==> src/rtl/vector_pkg.sv <==
// Shared definitions for the vector display path: point word layout and
// the frame sequencer state encoding.
package vector_pkg;

    localparam int unsigned COORD_W  = 12;

    // Point word field positions
    localparam int unsigned Y_LSB    = 0;
    localparam int unsigned X_LSB    = 12;
    localparam int unsigned DRAW_BIT = 24;
    localparam int unsigned EOF_BIT  = 31;

    typedef enum logic [2:0] {
        StIdle      = 3'd0,
        StFetch     = 3'd1,
        StLatch     = 3'd2,
        StIssue     = 3'd3,
        StHold      = 3'd4,
        StWait      = 3'd5,
        StPark      = 3'd6,
        StFrameWait = 3'd7
    } seq_state_e;

endpackage

==> src/rtl/frame_timer.sv <==
// Saturating frame-period counter. Cleared at each frame start; period_met
// rises once PERIOD-1 cycles have elapsed since the clear.
module frame_timer #(
    parameter int unsigned PERIOD = 500000
) (
    input  logic clk,
    input  logic reset,
    input  logic clear,
    input  logic run,
    output logic period_met
);

    localparam int unsigned CNT_W = (PERIOD > 1) ? $clog2(PERIOD) : 1;
    localparam logic [CNT_W-1:0] LAST = CNT_W'(PERIOD - 1);

    logic [CNT_W-1:0] count_q, count_d;

    // Next count: clear wins, otherwise count up and hold at the limit
    always_comb begin
        count_d = count_q;
        if (clear) begin
            count_d = '0;
        end else if (run && (count_q != LAST)) begin
            count_d = count_q + 1'b1;
        end
    end

    // Counter register
    always_ff @(posedge clk or posedge reset) begin
        if (reset) begin
            count_q <= '0;
        end else begin
            count_q <= count_d;
        end
    end

    assign period_met = (count_q == LAST);

endmodule

==> src/rtl/frame_sequencer.sv <==
// Replays the displayed bank of the point buffer into the line drawer, one
// frame per pass, with bank swapping, beam parking and a minimum frame period.
module frame_sequencer
    import vector_pkg::*;
#(
    parameter int unsigned         ADDR_W           = 11,
    parameter int unsigned         MIN_FRAME_CYCLES = 500000,
    parameter logic [COORD_W-1:0]  PARK_X           = 12'd2048,
    parameter logic [COORD_W-1:0]  PARK_Y           = 12'd2048
) (
    input  logic               clk,
    input  logic               reset,
    input  logic               enable,
    input  logic               swap_req,
    output logic               swap_ack,
    output logic               bank,
    output logic [ADDR_W-1:0]  index,
    input  logic [31:0]        point,
    input  logic               ready,
    output logic               draw,
    output logic               jump,
    output logic [COORD_W-1:0] x,
    output logic [COORD_W-1:0] y,
    output logic               busy,
    output logic               frame_done
);

    localparam logic [ADDR_W-1:0] LAST_INDEX = '1;

    seq_state_e         state_q, state_d;
    logic [ADDR_W-1:0]  index_q, index_d;
    logic [COORD_W-1:0] x_q, x_d;
    logic [COORD_W-1:0] y_q, y_d;
    logic               draw_bit_q, draw_bit_d;
    // Set while the park vector is in ISSUE/HOLD/WAIT
    logic               parking_q, parking_d;
    logic               bank_q, bank_d;
    logic               pending_q, pending_d;
    logic               swap_ack_q, swap_ack_d;
    logic               apply_swap;
    logic               timer_clear;
    logic               period_met;

    // Bits between the draw flag and the end marker carry no meaning
    logic unused_point_bits;
    assign unused_point_bits = ^point[EOF_BIT-1:DRAW_BIT+1];

    frame_timer #(
        .PERIOD (MIN_FRAME_CYCLES)
    ) u_frame_timer (
        .clk        (clk),
        .reset      (reset),
        .clear      (timer_clear),
        .run        (state_q != StIdle),
        .period_met (period_met)
    );

    // Next-state, point latching and bank-swap decisions
    always_comb begin
        state_d     = state_q;
        index_d     = index_q;
        x_d         = x_q;
        y_d         = y_q;
        draw_bit_d  = draw_bit_q;
        parking_d   = parking_q;
        apply_swap  = 1'b0;
        timer_clear = 1'b0;

        unique case (state_q)
            StIdle: begin
                if (enable && ready) begin
                    state_d     = StFetch;
                    index_d     = '0;
                    timer_clear = 1'b1;
                end
            end
            StFetch: begin
                state_d = StLatch;
            end
            StLatch: begin
                if (point[EOF_BIT]) begin
                    state_d = StPark;
                end else begin
                    x_d        = point[X_LSB +: COORD_W];
                    y_d        = point[Y_LSB +: COORD_W];
                    draw_bit_d = point[DRAW_BIT];
                    state_d    = StIssue;
                end
            end
            StIssue: begin
                state_d = StHold;
            end
            StHold: begin
                // Drawer lowers ready only one cycle after a pulse
                state_d = StWait;
            end
            StWait: begin
                if (ready) begin
                    if (parking_q) begin
                        parking_d  = 1'b0;
                        apply_swap = pending_q;
                        state_d    = StFrameWait;
                    end else if (!enable || (index_q == LAST_INDEX)) begin
                        state_d = StPark;
                    end else begin
                        index_d = index_q + 1'b1;
                        state_d = StFetch;
                    end
                end
            end
            StPark: begin
                if (ready) begin
                    x_d        = PARK_X;
                    y_d        = PARK_Y;
                    draw_bit_d = 1'b0;
                    parking_d  = 1'b1;
                    state_d    = StIssue;
                end
            end
            StFrameWait: begin
                if (period_met) begin
                    if (enable) begin
                        state_d     = StFetch;
                        index_d     = '0;
                        timer_clear = 1'b1;
                    end else begin
                        state_d = StIdle;
                    end
                end
            end
            default: begin
                state_d = StIdle;
            end
        endcase

        // Swap lands on entry to FRAME_WAIT; a request in that same cycle stays pending
        bank_d     = apply_swap ? ~bank_q : bank_q;
        swap_ack_d = apply_swap;
        pending_d  = swap_req | (pending_q & ~apply_swap);
    end

    // State and datapath registers
    always_ff @(posedge clk or posedge reset) begin
        if (reset) begin
            state_q    <= StIdle;
            index_q    <= '0;
            x_q        <= PARK_X;
            y_q        <= PARK_Y;
            draw_bit_q <= 1'b0;
            parking_q  <= 1'b0;
            bank_q     <= 1'b0;
            pending_q  <= 1'b0;
            swap_ack_q <= 1'b0;
        end else begin
            state_q    <= state_d;
            index_q    <= index_d;
            x_q        <= x_d;
            y_q        <= y_d;
            draw_bit_q <= draw_bit_d;
            parking_q  <= parking_d;
            bank_q     <= bank_d;
            pending_q  <= pending_d;
            swap_ack_q <= swap_ack_d;
        end
    end

    // Pulses decode from the registered state so reset removes them at once
    assign draw       = (state_q == StIssue) && draw_bit_q;
    assign jump       = (state_q == StIssue) && !draw_bit_q;
    assign frame_done = (state_q == StIssue) && parking_q;
    assign busy       = (state_q != StIdle);
    assign swap_ack   = swap_ack_q;
    assign bank       = bank_q;
    assign index      = index_q;
    assign x          = x_q;
    assign y          = y_q;

endmodule

==> config.mk <==
export PLATFORM = sky130hd
export DESIGN_NAME = frame_sequencer
export DESIGN_NICKNAME = d
export VERILOG_FILES = /design/src/rtl/vector_pkg.sv /design/src/rtl/frame_timer.sv /design/src/rtl/frame_sequencer.sv
export SDC_FILE = /design/constraint.sdc
export NUM_CORES = 1
export LEC_CHECK = 0
export ABC_AREA = 1
export BUFFER_PORTS_ARGS = -buffer_cell sky130_fd_sc_hd__buf_4
export CAP_MARGIN = 30
export CORE_MARGIN = 3
export CORE_UTILIZATION = 49
export DETAILED_ROUTE_END_ITERATION = 7
export HOLD_SLACK_MARGIN = 0.05
export PLACE_DENSITY_LB_ADDON = 0.2
export SLEW_MARGIN = 20
export SYNTH_ARGS = -nofsm -noshare
export SYNTH_HDL_FRONTEND = slang
export SYNTH_HIERARCHICAL = 1
export SYNTH_SLANG_ARGS = --single-unit
==> constraint.sdc <==
create_clock -name clk -period 2.81 [get_ports clk]
set_clock_uncertainty 0.1 [all_clocks]
set_input_delay 0.562 -clock clk [delete_from_list [all_inputs] [get_ports clk]]
set_output_delay 0.562 -clock clk [all_outputs]
set_load 0.1 [all_outputs]
# Yosys cells after proc, flatten, opt, wreduce, memory -nomap -nowiden
# Cells that the tools add are included.
op_classes:
  div: 0
  mux: 35
  order_cmp: 0
  n_reduce_logical: 18
  eq_ne: 18
  n_bitwise: 4
  n_addsub: 2
  n_shift: 0
  mul: 0
ops:
  columns: ["op", "n"]
  rows:
  - ["11-bit 2-to-1 mux", 6]
  - ["12-bit one-hot mux with 2 select lines", 2]
  - ["19-bit 2-to-1 mux", 2]
  - ["12-bit 2-to-1 mux", 3]
  - ["11-bit one-hot mux with 3 select lines", 1]
  - ["3-bit one-hot mux with 8 select lines", 1]
  - ["3-bit 2-to-1 mux", 7]
  - ["19-bit by 1-bit adder with 19-bit output, second input constant", 1]
  - ["19-bit equality test, second input constant", 1]
  - ["19-bit != test, second input constant", 1]
  - ["2-bit != test, second input constant", 8]
  - ["3-bit equality test, second input constant", 4]
  - ["11-bit by 1-bit adder with 11-bit output, second input constant", 1]
  - ["11-bit equality test, second input constant", 1]
  - ["1-bit 2-to-1 mux", 10]
  - ["7-bit AND reduction", 1]
  - ["3-bit by 2-bit equality test with 1-bit output, second input constant", 2]
  - ["1-bit one-hot mux with 2 select lines", 3]
  - ["3-bit AND reduction", 2]
  - ["2-bit nonzero test", 3]
  - ["3-bit nonzero test", 2]
  - ["1-bit logical AND", 5]
  - ["4-bit AND reduction", 1]
  - ["3-bit by 1-bit equality test with 1-bit output, second input constant", 1]
  - ["other kinds (6)", 8]
word_totals:
  in_bits: 37
  ramBits: 0
  wordCells: 87
  latch_bits: 0
  output_inout_bits: 41
  ff_bits: 62
  rom_bits: 0
  n_memories: 0

# Logic depth before layout (Yosys ltp)
# Gate-level depths: netlist of run 1.
depth:
  ltp_word: 6
  ltp_mapped: 21

# Cells and area by module
# Netlist of run 1, hierarchy kept.
by_module_without_submodules:
  columns: ["module", "cells_per_inst", "area_each_um2", "instances"]
  rows:
  - ["frame_sequencer", 244, 2150.8, 1]
  - ["frame_timer", 211, 1398.8, 1]

# Worst setup path after synthesis of run 1
# Ideal clock, no wire load.
synth_path:
  path_type: "reg2reg"
  startpoint: "register, netlist name index[0]"
  endpoint: "register u_frame_timer.count_q[4]"
  path_slack_ns: -0.433
  path_buffers: 3
  setup_ns: 0.072
  stages_incl_launch_ff: 15
  synth_period_minus_slack_ns: 3.243
  required_ns: 2.638
  t_arrival_ns: 3.070
  cell_sequence: "dfrtp_1 -> ha_1 -> nand2_1 -> nor2_4 -> nand3_1 -> nand3_1 -> nand2_2 -> nand2_4 -> buf_6 -> nor2_1 -> clkbuf_1 -> inv_1 -> clkbuf_1 -> o21ai_0 -> nor2_1"
synth_lines:
  columns: ["element", "line_no", "source"]
  rows:
  - ["to (signal assigned)", "frame_timer.sv:33", "count_q <= count_d;"]
  - ["to (decl)", "frame_timer.sv:16", "logic [CNT_W-1:0] count_q, count_d;"]

==> results by group, run 1 <==
Outcome
  • Outcome: finished clean

Place
  • Placed cell count: 613
  • Port Buf Inserts: 71
  • Weighted congestion at the end of routability-driven global placement: between 0.8 and 0.9
  • Hpwl dp: roughly 6300 um
  • Post-placement worst setup slack: roughly 180 ps

Die
  • Top-level port count: 78
  • Die Area: 8301 um^2
  • Core ar.: 6907 um^2
  • Site Rows: 30
  • Initial standard-cell utilization of the core: roughly 50%
  • Floorplan die width: between 90 and 100 um
  • Y dimension of the die: between 90 and 100 um

Worst setup path
  • Peak per-stage delay on the critical path: 480 ps
  • Cell family with the largest share of critical-path delay: simple AND/OR/NAND/NOR gates
  • Crit path capture: u_frame_timer/count_q[11]$_DFFE_PP0P_
  • Logic depth of the worst path, buffers included: 12
  • Worst path cell trace: ha_1, nand2_1, nor2_4, nand3_1, nand3_1, nand2_2, nand2_4, nor2_1, inv_2, nand2_4, nand2_1, o21ai_2
  • Cell with the largest stage delay on the worst path: dfrtp_4
  • Buf+Inv Stages, Crit Path: 1
  • Cells on worst reg2reg path: 12
  • R2R setup slack: between 200 and 300 ps
  • Destination of the worst register-to-register timing path: u_frame_timer/count_q[11]$_DFFE_PP0P_
  • Setup crit start: index[0]$_DFFE_PP0P_
  • Peak fanout along the critical path: 14
  • Type of the worst setup path: flip-flop to flip-flop
  • CP required: 2940 ps
  • Type of element launching the critical path: flip-flop
  • Reg-to-reg startpoint: index[0]$_DFFE_PP0P_
  • Category of the worst setup path capture point: flip-flop
  • Data arrival, critical path: between 2000 and 3000 ps

STA
  • Final Worst Setup Slack: ~270 ps
  • Post-route clock period utilization: between 90% and 100%
  • Fin Hold WS: approximately 180 ps
  • Setup TNS: 0 ps
  • Endpoints failing setup: 0
  • Pins Over Slew Limit: 0
  • RSZ-0062 raised after global routing: no
  • Post-layout minimum cycle time: roughly 2500 ps
  • Hold Violations, Final: 0
  • Transition time at the pin with the least slew margin: between 800 and 900 ps
  • Worst relative slew slack: 45.94%
  • Maximum achievable frequency: roughly 390 MHz

Global route
  • Antenna violations before repair: 0
  • Maximum number of pins on one net before global-route repair: 24
  • Overall routing resource usage: between 20 and 25%
  • First-pass GRT wire length: 15290 um
  • Remaining Overflow, GRT: 0
  • Via count of the first global-routing pass: around 3200

Power
  • Relative contribution of combinational cells to total power: a little under three fifths
  • Part of the total power dissipated in sequential elements: a little over a quarter
  • Leak Pwr: 0.002161 uW
  • Power density relative to cell area: roughly 1200 nW/um^2
  • Clock network fraction of design power: roughly 17%
  • P_int: roughly 2400 uW
  • VDD IR-drop max: between 0.8 and 0.9 mV
  • Total power: about 5400 uW
  • Switch Pwr: slightly below 3000 uW
  • Proportion of total power due to net switching: a little over half

Synthesis
  • Mean instance size in the synthesized netlist: between 7 and 8 um^2
  • Syn Nets: 494
  • Async set-or-reset flop fraction in the synthesized netlist: 100.0%
  • Synth Warn #: 6
  • Biggest area consumer among synthesized cells: dfrtp_1
  • Part of the Yosys area used for sequential elements: 43.78%
  • Synthesized instance count: between 400 and 500
  • Post-synthesis sequential element count: 62
  • Distinct cell type count after synthesis: 31
  • Most used flip-flop cell after synthesis: dfrtp_1
  • Number of flops mapped to enable cells by yosys: 0
  • Area share of the largest cell type after synthesis: roughly 42%
  • Dominant cells by area after synthesis: dfrtp_1, nand2_1, nand3_1, nor2_1, a22o_1
  • Mapped cell area: 3550 um^2

Clock network
  • Library cell used as clock root buffer: clkbuf_8
  • Number of hold-repair buffers added at the cts stage: 0
  • CTS H-Tree Depth: 3
  • Total clock buffers created by CTS: 9
  • TritonCTS clock tree: done
  • Clock Latency Late Sink: 340 ps
  • Post-CTS Setup Inserts: 0
  • CTS Buffer Depth: 2
  • Clock net sink count: a little over 60
  • Register clock-pin slew on the reported worst setup and hold paths: roughly 80 ps

Route
  • Number of nets with antenna violations after routing: 0
  • Number of detailed-route iterations in the first pass: 5
  • Final routed DRC violation total: 0
  • Post-DR wirelength/cell: between 10 and 15 um
  • Avg Vias per Cell: roughly 5.2
  • DR vias: about 3300
  • Iteration-0 DRC Markers: 160
  • Routed Wire Length: around 8600 um

Layout
  • Ant diodes: 0
  • Synthesis-to-layout area growth: 23.19%
  • Layout cells sized above 1: ~25%
  • Final std cells w/o fill: 629
  • Number of nets in the layout: 567

Hold path
  • Hold Path Class: input pin to asynchronous set/reset pin

Job
  • Max capacitance violation total: 0
cell usage after synthesis (2+ instances only):
cell type and instances:
a21oi_1 3, a22o_1 22, buf_2 3, buf_4 2, buf_6 7, clkbuf_1 2, dfrtp_1 60, dfstp_2 2
ha_1 2, inv_1 37, inv_2 4, nand2_1 119, nand2_2 9, nand2_4 4, nand3_1 54, nand3b_1 2
nand4_1 16, nor2_1 69, nor2_2 3, nor2_4 4, o21ai_0 6, o21ai_2 5, o22a_1 2, xnor2_1 2
xor2_1 10
final cells by class:
type | instances | area [um^2]
Tap cell | 96 | 120.1
Timing Repair Buffer | 77 | 578.1
Clock buffer | 10 | 137.6
Fill cell | 644 | 2534
Multi-Input combinational cell | 337 | 1722
Sequential cell | 62 | 1569
Inverter | 41 | 153.9
Clock inverter | 6 | 92.59
worst reg2reg max path, stage by stage (launching register included):
cell and delay, ps:
dfrtp_4 480, ha_1 290, nand2_1 140, nor2_4 150, nand3_1 150, nand3_1 160, nand2_2 200, nand2_4 130
nor2_1 60, inv_2 210, nand2_4 180, nand2_1 130, o21ai_2 50
metal layers:
metal,routed length (um),track usage [%],vias up
met4,138,9.045,0
met1,3809,29.49,1557
met2,4370,37.22,83
met3,295,3.231,18
met5,0,0,-
li1,-,-,1635
per-stage QoR:
stage,util [%],cell area [um^2]
finish,63.32,4373
global route,63.32,4373
CTS,63.32,4373
detailed placement,59.98,4143
global placement,59.98,4143
floorplan,-,3565
flip-flops by register name, summed over array words and instances (netlist names), 3 cells and up:
register               cells
state_q                    3
x                         12
y                         12
index                     11
u_frame_timer/count_q     19
logic make-up after synthesis:
kind of cell	count (synthesis)	synth area share [%]
AOI/OAI and AO/OA	41	9.059
xor gates and xnor gates	12	2.961
adders and majority gates	2	0.7049
buffers and inverters	56	7.719
DFF	62	43.78
and+or+nand+nor	282	35.78
cells in the final DEF, fill, tap and decap left out, types with 9 or more instances in the layout:
cell type / instances
a22o_1: 22
buf_4: 77
clkbuf_8: 10
dfrtp_1: 52
inv_1: 35
nand2_1: 119
nand2_2: 9
nand3_1: 54
nand4_1: 16
nor2_1: 69
xor2_1: 10
power by group through the flow:
stage / Clock (uW) / Sequential (uW) / Combinational (uW)
floorplan: 0 / 2600 / 1300
global placement: 0 / 1460 / 2980
detailed placement: 0 / 1470 / 3020
CTS: 928 / 1460 / 3030
global route: 976 / 1510 / 3230
finish: 917 / 1470 / 3020
how the worst min path moves through the flow:
stage | start | endpoint | slack (ps)
floorplan | pending_q$_DFF_PP0_ | pending_q$_DFF_PP0_ | 350
global placement | bank$_DFFE_PP0P_ | bank$_DFFE_PP0P_ | 370
detailed placement | bank$_DFFE_PP0P_ | bank$_DFFE_PP0P_ | 370
CTS | reset | index[8]$_DFFE_PP0P_ | 200
global route | reset | x[3]$_DFFE_PP0P_ | 230
finish | reset | x[3]$_DFFE_PP0P_ | 180
what timing repair did:
action                                  in CTS  in global routing
hold endpoints to repair                     0                  0
gates resized for setup                      0                  1
endpoints found under the setup margin       0                 17
No activity file was read; power rests on OpenSTA's default activity.
==> run 2, diff against run 1 <==
--- a/config.mk
+++ b/config.mk
@@ -13,6 +13,7 @@
 export DETAILED_ROUTE_END_ITERATION = 7
 export HOLD_SLACK_MARGIN = 0.05
 export PLACE_DENSITY_LB_ADDON = 0.2
+export RECOVER_POWER = 50
 export SLEW_MARGIN = 20
 export SYNTH_ARGS = -nofsm -noshare
 export SYNTH_HDL_FRONTEND = slang
==> run 2 against run 1 <==
Compared with the run above: worst hold slack got worse by 14 ps; register-to-register slack about the same; cell count stayed put; sequential cell count stayed put; non-clock buffer count unchanged; first-iteration DRC count decreased by 1.9%; final area shrank 1.7%; critical path type unchanged; critical endpoint is now u_frame_timer/count_q[0]$_DFFE_PP0P_; highest routed layer unchanged.
==> results by group, run 2 (same netlist as run 1, synthesis figures left out) <==
Outcome
  • Outcome: finished clean (unchanged)

Route
  • Amount of wire on met2 after detailed routing: 4374 um (was 4370 um)
  • Final routed DRC violation total: 0 (unchanged)
  • DR vias: 3281 (was 3293)
  • Avg Vias per Cell: 5.216 (was 5.235)
  • Top Layer Used: met4 (unchanged)
  • Post-DR wirelength/cell: 13.80 um (was 13.69 um)
  • Routed Wire Length: 8678 um (was 8614 um)
  • Number of detailed-route iterations in the first pass: 4 (was 5)
  • Routed length on met1: 3915 um (was 3809 um)
  • Iteration-0 DRC Markers: 157 (was 160)
  • Number of nets with antenna violations after routing: 0 (unchanged)
  • Routed length on met3: 278 um (was 295 um)

Worst setup path
  • Cell with the largest stage delay on the worst path: dfrtp_1 (was dfrtp_4)
  • Peak fanout along the critical path: 11 (was 14)
  • Category of the worst setup path capture point: flip-flop (unchanged)
  • Data arrival, critical path: 2660 ps (was 2670 ps)
  • Cell family with the largest share of critical-path delay: simple AND/OR/NAND/NOR gates (unchanged)
  • Buf+Inv Stages, Crit Path: 5 (was 1)
  • Most frequent cell on the critical path: inv_2
  • Type of the worst setup path: flip-flop to flip-flop (unchanged)
  • Worst path cell trace: ha_1, nand2_2, nor2_4, inv_2, nor2_1, inv_1, nand2_1, nand2_2, inv_2, nand2_1, nor2_2, nand2_4, nor2_1, inv_2, buf_4, nand3_1, o21ai_2 (was ha_1, nand2_1, nor2_4, nand3_1, nand3_1, nand2_2, nand2_4, nor2_1, inv_2, nand2_4, nand2_1, o21ai_2)
  • Peak per-stage delay on the critical path: 410 ps (was 480 ps)
  • CP required: 2940 ps (about the same)
  • Type of element launching the critical path: flip-flop (unchanged)

STA
  • Pins Over Slew Limit: 0 (unchanged)
  • Post-route clock period utilization: 90.08% (was 90.30%)
  • Maximum achievable frequency: 395.0 MHz (was 394.1 MHz)
  • RSZ-0062 raised after global routing: no (unchanged)
  • Final Worst Setup Slack: 278.6 ps (was 272.6 ps)
  • Endpoints failing setup: 0 (unchanged)
  • Post-layout minimum cycle time: 2531 ps (was 2537 ps)
  • Setup TNS: 0 ps (unchanged)
  • Worst relative slew slack: 21.59% (was 45.94%)
  • Hold Violations, Final: 0 (unchanged)
  • Transition time at the pin with the least slew margin: 1181 ps (was 806.0 ps)

Clock network
  • Clock net sink count: 62 (unchanged)
  • CTS H-Tree Depth: 3 (unchanged)
  • Total clock buffers created by CTS: 9 (unchanged)
  • Register clock-pin slew on the reported worst setup and hold paths: 80 ps (about the same)
  • CTS Buffer Depth: 2 (unchanged)
  • Library cell used as clock root buffer: clkbuf_8 (unchanged)
  • Clock Latency Late Sink: 340 ps (about the same)
  • TritonCTS clock tree: done (unchanged)

Place
  • Post-Place Cell Area: 4143 um^2 (unchanged)
  • Weighted congestion at the end of routability-driven global placement: 0.8862 (unchanged)
  • Port Buf Inserts: 71 (unchanged)
  • Post-placement worst setup slack: 179.0 ps (unchanged)
  • Hpwl dp: 6269 um (unchanged)

Layout
  • Layout cells sized above 1: 21.20% (was 24.95%)
  • Max reg flops: 19 (unchanged)
  • Ant diodes: 0 (unchanged)
  • Synthesis-to-layout area growth: 21.11% (was 23.19%)
  • Number of nets in the layout: 567 (unchanged)
  • Commonest non-fill, non-tap cells in the layout: nand2_1, nor2_1, buf_4, nand3_1, dfrtp_1 (was nand2_1, buf_4, nor2_1, nand3_1, dfrtp_1)
  • Fraction of the core area covered by cells at the end of the flow: 62.25% (was 63.32%)
  • Most common cell after layout, fill and taps aside: nand2_1 (unchanged)
  • Final instance area: 4299 um^2 (was 4373 um^2)
  • Largest reg by FF count: u_frame_timer/count_q (unchanged)

Power
  • Total power: 5313 uW (was 5404 uW)
  • Leak Pwr: 0.002084 uW (was 0.002161 uW)
  • VDD IR-drop max: 0.8491 mV (was 0.8447 mV)
  • Part of the total power dissipated in sequential elements: 27.5% (was 27.1%)
  • Switch Pwr: 2959 uW (was 2962 uW)
  • Relative contribution of combinational cells to total power: 55.2% (was 55.9%)
  • Power density relative to cell area: 1236 nW/um^2 (about the same)
  • Proportion of total power due to net switching: 55.70% (was 54.81%)
  • P_int: 2354 uW (was 2442 uW)
  • Clock network fraction of design power: 17.2% (was 17.0%)

Global route
  • Remaining Overflow, GRT: 0 (unchanged)
  • Antenna violations before repair: 0 (unchanged)
  • First-pass GRT wire length: 15290 um (unchanged)
  • Overall routing resource usage: 22.44% (unchanged)
  • Via count of the first global-routing pass: 3215 (unchanged)
  • Maximum number of pins on one net before global-route repair: 24 (unchanged)

Die
  • Core ar.: 6907 um^2 (unchanged)
  • Site Rows: 30 (unchanged)
  • Y dimension of the die: 91.11 um (unchanged)
  • Top-level port count: 78 (unchanged)
  • Floorplan die width: 91.11 um (unchanged)
  • Die Area: 8301 um^2 (unchanged)
  • Initial standard-cell utilization of the core: 51.39% (unchanged)

Job
  • Max capacitance violation total: 0 (unchanged)

Hold path
  • Hold Path Class: input pin to asynchronous set/reset pin (unchanged)
==> run 2: path summary, 6_finish.rpt <==
check	to	from	cells after the start	slack, ps
min in group clk	pending_q$_DFF_PP0_	swap_req	2	290
hold reg to reg	bank$_DFFE_PP0P_	bank$_DFFE_PP0P_	1	380
hold / removal	state_q[1]$_DFFE_PP0P_	reset	2	160
setup reg to reg	u_frame_timer/count_q[0]$_DFFE_PP0P_	u_frame_timer/count_q[0]$_DFFE_PP0P_	17	280
setup / recovery	u_frame_timer/count_q[0]$_DFFE_PP0P_	u_frame_timer/count_q[0]$_DFFE_PP0P_	17	280
max in group asynchronous	x[9]$_DFFE_PP0P_	reset	3	1020
==> run 2: per-layer routing <==
metal	up-vias	track usage [%]
li1	1631	-
met1	1575	29.49
met2	65	37.22
met3	10	3.231
met4	0	9.045
met5	-	0
==> run 2: area by class of cell <==
type / instances / area, um^2
Clock inverter: 6 / 92.59
Tap cell: 96 / 120.1
Fill cell: 665 / 2608
Clock buffer: 10 / 137.6
Timing Repair Buffer: 77 / 506.7
Sequential cell: 62 / 1569
Inverter: 41 / 153.9
Multi-Input combinational cell: 337 / 1719
==> run 2: repair_timing <==
item,4_1_cts,5_1_grt
setup endpoints to repair,0,17
hold buffers,0,0
gates resized for setup,0,1
setup buffers,0,0
==> run 2: through the flow <==
stage                     std cells  hold WS [ps]
after floorplan                 455         353.2
after CTS                       629         200.8
after global placement          613         368.5
after global routing            629         216.0
after detailed placement        613         372.6
final                           629         164.8
==> run 2: power groups by stage <==
stage | Sequential [uW] | Combinational, uW | Clock, uW
3_3_place_gp | 1460 | 2980 | 0
3_5_place_dp | 1470 | 3020 | 0
4_1_cts | 1460 | 3030 | 928
5_1_grt | 1510 | 3140 | 976
6_report | 1460 | 2930 | 916
2_1_floorplan | 2600 | 1300 | 0
